`src/rtl/hazard_forward_unit.sv`:
```
// Hazard detection and operand-forwarding controller for a 5-stage pipeline.
// Shadows the EX/MEM/WB destination info; all outputs are combinational from that state and ID fields.
module hazard_forward_unit #(
  parameter int REG_W = 5
) (
  input  logic             clk_i,
  input  logic             rst_i,
  input  logic             hold_i,
  input  logic             flush_i,
  input  logic [REG_W-1:0] IDrs_i,
  input  logic [REG_W-1:0] IDrt_i,
  input  logic [REG_W-1:0] IDrd_i,
  input  logic             IDRegWrite_i,
  input  logic             IDMemRead_i,
  output logic [1:0]       ForwardA_o,
  output logic [1:0]       ForwardB_o,
  output logic             stall_o,
  output logic             PCWrite_o,
  output logic             IFIDWrite_o,
  output logic             bubble_o
);

  localparam logic [REG_W-1:0] REG_ZERO = {REG_W{1'b0}};
  localparam logic [1:0]       FWD_NONE = 2'b00;
  localparam logic [1:0]       FWD_WB   = 2'b01;
  localparam logic [1:0]       FWD_MEM  = 2'b10;

  logic [REG_W-1:0] ex_rs_r;
  logic [REG_W-1:0] ex_rt_r;
  logic [REG_W-1:0] ex_rd_r;
  logic             ex_regwrite_r;
  logic             ex_memread_r;
  logic [REG_W-1:0] mem_rd_r;
  logic             mem_regwrite_r;
  logic [REG_W-1:0] wb_rd_r;
  logic             wb_regwrite_r;

  logic             luse_s;
  logic             stall_s;
  logic             bubble_s;
  logic             write_en_s;
  logic [1:0]       fwd_a_s;
  logic [1:0]       fwd_b_s;

  // The younger producer (EX/MEM) wins; register 0 is hard-wired and never forwarded.
  function automatic logic [1:0] fwd_sel(
    input logic [REG_W-1:0] src,
    input logic [REG_W-1:0] mem_rd,
    input logic             mem_we,
    input logic [REG_W-1:0] wb_rd,
    input logic             wb_we
  );
    logic [1:0] sel;
    if (mem_we && (mem_rd != REG_ZERO) && (mem_rd == src)) begin
      sel = FWD_MEM;
    end else if (wb_we && (wb_rd != REG_ZERO) && (wb_rd == src)) begin
      sel = FWD_WB;
    end else begin
      sel = FWD_NONE;
    end
    return sel;
  endfunction

  // Load-use detection, stall/bubble/enable generation and forward selects.
  always_comb begin
    luse_s     = ex_memread_r && (ex_rd_r != REG_ZERO) &&
                 ((ex_rd_r == IDrs_i) || (ex_rd_r == IDrt_i));
    stall_s    = luse_s && !flush_i && !hold_i;
    bubble_s   = (stall_s || flush_i) && !hold_i;
    write_en_s = !stall_s && !hold_i;
    fwd_a_s    = fwd_sel(ex_rs_r, mem_rd_r, mem_regwrite_r, wb_rd_r, wb_regwrite_r);
    fwd_b_s    = fwd_sel(ex_rt_r, mem_rd_r, mem_regwrite_r, wb_rd_r, wb_regwrite_r);
  end

  // Output drive.
  always_comb begin
    ForwardA_o  = fwd_a_s;
    ForwardB_o  = fwd_b_s;
    stall_o     = stall_s;
    bubble_o    = bubble_s;
    PCWrite_o   = write_en_s;
    IFIDWrite_o = write_en_s;
  end

  // Shadow pipeline: clears on reset, frozen on hold, otherwise advances one stage.
  always_ff @(posedge clk_i) begin
    if (rst_i) begin
      ex_rs_r        <= REG_ZERO;
      ex_rt_r        <= REG_ZERO;
      ex_rd_r        <= REG_ZERO;
      ex_regwrite_r  <= 1'b0;
      ex_memread_r   <= 1'b0;
      mem_rd_r       <= REG_ZERO;
      mem_regwrite_r <= 1'b0;
      wb_rd_r        <= REG_ZERO;
      wb_regwrite_r  <= 1'b0;
    end else if (!hold_i) begin
      wb_rd_r        <= mem_rd_r;
      wb_regwrite_r  <= mem_regwrite_r;
      mem_rd_r       <= ex_rd_r;
      mem_regwrite_r <= ex_regwrite_r;
      if (bubble_s) begin
        ex_rs_r       <= REG_ZERO;
        ex_rt_r       <= REG_ZERO;
        ex_rd_r       <= REG_ZERO;
        ex_regwrite_r <= 1'b0;
        ex_memread_r  <= 1'b0;
      end else begin
        ex_rs_r       <= IDrs_i;
        ex_rt_r       <= IDrt_i;
        ex_rd_r       <= IDrd_i;
        ex_regwrite_r <= IDRegWrite_i;
        ex_memread_r  <= IDMemRead_i;
      end
    end else begin
      ex_rs_r        <= ex_rs_r;
      ex_rt_r        <= ex_rt_r;
      ex_rd_r        <= ex_rd_r;
      ex_regwrite_r  <= ex_regwrite_r;
      ex_memread_r   <= ex_memread_r;
      mem_rd_r       <= mem_rd_r;
      mem_regwrite_r <= mem_regwrite_r;
      wb_rd_r        <= wb_rd_r;
      wb_regwrite_r  <= wb_regwrite_r;
    end
  end

endmodule

```
`config.mk`:
```
export PLATFORM = sky130hd
export DESIGN_NAME = hazard_forward_unit
export DESIGN_NICKNAME = d
export VERILOG_FILES = /design/src/rtl/hazard_forward_unit.sv
export SDC_FILE = /design/constraint.sdc
export NUM_CORES = 1
export LEC_CHECK = 0
export CORE_MARGIN = 2
export CORE_UTILIZATION = 66
export CTS_CLUSTER_SIZE = 20
export DETAILED_ROUTE_END_ITERATION = 12
export DONT_BUFFER_PORTS = 1
export PLACE_DENSITY = 0.82
export SYNTH_ARGS = -nofsm -noshare
export SYNTH_HDL_FRONTEND = slang
export SYNTH_SLANG_ARGS = --single-unit
```
`constraint.sdc`:
```
create_clock -name clk_i -period 3.2 [get_ports clk_i]
set_input_delay 0.48 -clock clk_i [delete_from_list [all_inputs] [get_ports clk_i]]
set_output_delay 0.48 -clock clk_i [all_outputs]
set_load 0.01 [all_outputs]
```
=== Yosys cells after proc, flatten, opt, wreduce, memory -nomap -nowiden ===
Index checks and enable logic that the tools add are counted.

* Output and inout bits: 8
* Input bits: 21
* Bits in registers: 29
* Word-level logic and storage cells: 44

* Muxes and demuxes: 9
* Reductions and logical operators: 20
* Equal/unequal tests: 6

{| class="wikitable"
|+ Operators with widths
! kind !! number
|-
| 5-bit equality test || 6
|-
| 5-bit 2-to-1 mux || 3
|-
| 5-bit nonzero test || 3
|-
| 1-bit logical AND || 12
|-
| 1-bit 2-to-1 mux || 4
|-
| 2-bit 2-to-1 mux || 2
|-
| 1-bit zero test || 3
|-
| 1-bit logical OR || 2
|}

=== Depth between registers and ports, before layout ===
* Depth after elaboration: 8
* Mapped depth: 7
* Depth with buffers taken out: 5

=== Least setup slack after synthesis ===
OpenSTA, ideal clock, no wires.

* Path type: input -> output
* Start point: input port IDrt_i[1]
* End point: output port PCWrite_o
* Arrival time: 1.747 ns
* Data required time: 2.720 ns
* Buffers on the path: 2
* Path slack: 0.973 ns
* Stages on the path: 7
* Cells stage by stage: xor2_1 > nor3_1 > nand3_1 > a2111oi_2 > buf_2 > nor2_1 > buf_4

* Word-level cells in the longest chain between the ends: 7

{| class="wikitable"
|+ RTL lines
! item !! line !! source
|-
| start, declared || 11 || <nowiki>input logic [REG_W-1:0] IDrt_i,</nowiki>
|-
| 5-bit equality test || 67 || <nowiki>((ex_rd_r == IDrs_i) || (ex_rd_r == IDrt_i));</nowiki>
|-
| 1-bit logical OR || 67 ||
|-
| 1-bit logical AND || 66 || <nowiki>luse_s = ex_memread_r && (ex_rd_r != REG_ZERO) &&</nowiki>
|-
| 1-bit logical AND (2 in series) || 68 || <nowiki>stall_s = luse_s && !flush_i && !hold_i;</nowiki>
|-
| 1-bit zero test || 70 || <nowiki>write_en_s = !stall_s && !hold_i;</nowiki>
|-
| 1-bit logical AND || 70 ||
|-
| end, declared || 18 || <nowiki>output logic PCWrite_o,</nowiki>
|}

Every way passes these cells.

=== Final worst setup path ===
* Start point: register mem_rd_r[3]
* End point: output port ForwardB_o[0]

* Word-level cells in the longest chain between the ends: 4
* Elaborated cells between the ends (all ways): 5
* Those cells by class: eq/ne (1); mux (1); reduce/logical (3)

{| class="wikitable"
|+ RTL lines
! item !! line !! source
|-
| start, declared || 33 || <nowiki>logic [REG_W-1:0] mem_rd_r;</nowiki>
|-
| start signal, assigned || 100 || <nowiki>mem_rd_r <= ex_rd_r;</nowiki>
|-
| start signal, assigned || 121 || <nowiki>mem_rd_r <= mem_rd_r;</nowiki>
|-
| 5-bit nonzero test || 54 || <nowiki>if (mem_we && (mem_rd != REG_ZERO) && (mem_rd == src)) begin</nowiki>
|-
| 1-bit logical AND || 54 ||
|-
| 1-bit logical AND (*) || 54 ||
|-
| 2-bit 2-to-1 mux (*) || 54 ||
|-
| end, declared || 16 || <nowiki>output logic [1:0] ForwardB_o,</nowiki>
|}

Every way passes the cells marked *; elsewhere a longest branch is shown, timed or not.

==> reports/metrics.yaml <==
sta:
  tightest_slew_ns: 0.630
  fmax_mhz: 374
  slew_headroom_pct: 57.6
  rsz0062_at_grt: "false"
  tns_ns: 0
  period_needed_ns: 2.67
  fin_crit_sh_pct: 83.6
  setup_viol_count_final: 0
  final_hold_viol_count: 0
  slew_violations: 0
  skew_ns: 0.00416
  hold_slack_ns: 0.214
routing:
  num_vias: 1202
  wl_per_cell_um: 16.5
  wirelength_um: 3250
  dr.pass1.iters: 4
  viasPerCell: 6.10
  ant_nets: 0
  first_iter_violations: 36
  drc_errors: 0
grt:
  grt_pass1_vias: 1165
  gr-total-overflow: 0
  antenna_found_initial: 0
  grt_pass1_wl_um: 5360
  grt_start_max_net_pins: 44
  track_usage_pct: 28.3
placed_design:
  dp.cells: 189
  place_congestion: 0.765
  io_buffers: 0
clocking:
  cts_tree: "done"
  ctsLongestPathBuffers: 2
  clk_latency_ns: 0.33
  clock-root-buffer: "clkbuf_4"
  cts-hold-fix-buffers: 0
  clk_pin_slew_ns: 0.09
  cts_setup_buffers: 0
  cts.repair.resized: 0
  cts_buffers: 5
  cts_sinks: 29
  h-tree-depth: 2
hold_path:
  hp-class: "primary input to flop"
critical_path:
  path_max_fanout: 5
  critical_path.max_stage_delay_ns: 0.52
  slowest_stage: "or4_1"
  arrival_ns: 2.19
  cpMostUsedCell: "nor4_1"
  cp_num_buf_inv: 0
  end_kind: "output pin"
  critical-path-top-delay-family: "simple AND/OR/NAND/NOR gates"
  r2r_slack_ns: 1.44
  crit_type: "flop to output pin"
  path_cells: "or4_1 > o21ai_0 > nor4_1 > nor4_1"
  start_kind: "flop"
  crit_required_ns: 2.72
pwr:
  power_frac_seq_pct: 55.8
  p_int_uw: 529
  clkPwrFrac_pct: 36.5
  swShare_pct: 23.6
  p_per_area_nw_per_um2: 435
  ir_drop_v: 0.000424
  power_frac_comb_pct: 7.8
  switching_power_uw: 163
  p_leak_uw: 0.000661
status:
  status: "finished clean"
layout:
  area_delta_synth_final_pct: 5.21
  final_cells: 197
  fin_util_pct: 72.6
  regArea_um2: 581
  multiInputGateArea_um2: 887
  nets: 189
  drive_gt1_share_pct: 7.10
  antennaDiodeCount: 0
  fillerInstances: 181
run:
  drv_cap: 0
floorplanning:
  die_w_um: 51.9
  initial_core_util_pct: 69.0
  die-area_um2: 2690
  core_region_area_um2: 2190
  num_rows: 17
  die_y_um: 51.9
  io_pins: 29
yosys:
  syn_inst: 171
  postSynth.asyncResetShare_pct: 0
  ys_top_cells_by_count: "dfxtp_1 (29), xor2_1 (20), nand2_1 (17), nand3b_1 (17), o22ai_1 (17)"
  synth_edf_count: 0
  ys_top_cells_by_area: "dfxtp_1 (38%), xor2_1 (12%), nand3b_1 (8.4%)"
  yosysWarnings: 0
  ys_types: 20
  ys_ff_latch: 29
  synth-main-ff-cell: "dfxtp_1"
  avgSynthCellArea_um2: 8.85
  synth_top_area_share_pct: 38.4
  syn_nets: 192
  yosysSeqAreaShare_pct: 38.4
  yosysMostFrequentCell: "dfxtp_1"
  yosysTopAreaCell: "dfxtp_1"
  syn-cell-area_um2: 1510
[path summary, 6_finish.rpt]
check / from / end / depth (start not counted)
max: mem_rd_r[3] / ForwardB_o[0] / 4
min: rst_i / mem_rd_r[2] / 1
max reg2reg: ex_rd_r[0] / ex_rt_r[3] / 6
min reg2reg: ex_regwrite_r / ex_regwrite_r / 2
[metal layers]
metal  vias to the layer above  wire, µm  global-route usage [%]
li1                        595         -                       -
met1                       560      1360                    33.8
met2                        39      1590                    43.5
met3                         8       214                    10.3
met4                         0        85                    16.2
met5                         -         0                       0
[final cells by class]
cell class	instances	area share, %
timing repair buffer	2	0.943
tap	28	2.20
clock inverter	1	0.314
clock buffer	7	4.09
sequential	29	36.5
inverter	1	0.236
multi-input combinational	129	55.7
[sequential cells by signal, summed over array words and instances (netlist names)]
name / flops
mem_rd_r: 5
ex_rs_r: 5
ex_memread_r: 1
mem_regwrite_r: 1
wb_regwrite_r: 1
ex_rt_r: 5
wb_rd_r: 5
ex_regwrite_r: 1
ex_rd_r: 5
[power by group through the flow]
stage	registers, µW	logic, µW	clock network (µW)
6_report	386	53.8	253
5_1_grt	388	59.6	273
4_1_cts	386	54.0	259
3_5_place_dp	394	53.4	0
3_3_place_gp	394	50.5	0
2_1_floorplan	390	59.6	0
[per-stage QoR]
step                power [µW]  area [µm²]  setup WS (ns)
global placement           444        1520          0.952
CTS                        698        1590          0.503
detailed placement         448        1520          0.868
global route               720        1590          0.347
finish                     693        1590          0.526
floorplan                  449        1510          0.973
[kinds of logic after synthesis]
kind of cell	share of synthesized area, %
and+or+nand+nor	23.2
xor gates and xnor gates	17.4
DFF	38.4
AOI/OAI and AO/OA	9.35
buffers and inverters	3.80
muxes	7.94
[cell usage in the layout (no fill, tap or decap), types with 2 or more instances in the layout]
master | netlist | routed
buf_4 | 2 | 2
clkbuf_4 | 0 | 5
clkbuf_8 | 0 | 2
dfxtp_1 | 29 | 29
mux2i_1 | 12 | 12
nand2_1 | 17 | 17
nand3_1 | 4 | 4
nand3b_1 | 17 | 17
nor2_1 | 16 | 16
nor3_1 | 2 | 2
nor4_1 | 4 | 4
o21ai_0 | 2 | 2
o22ai_1 | 17 | 17
or4_1 | 5 | 5
xnor2_1 | 10 | 10
xor2_1 | 20 | 20
Power figures use the tool's default switching activity.
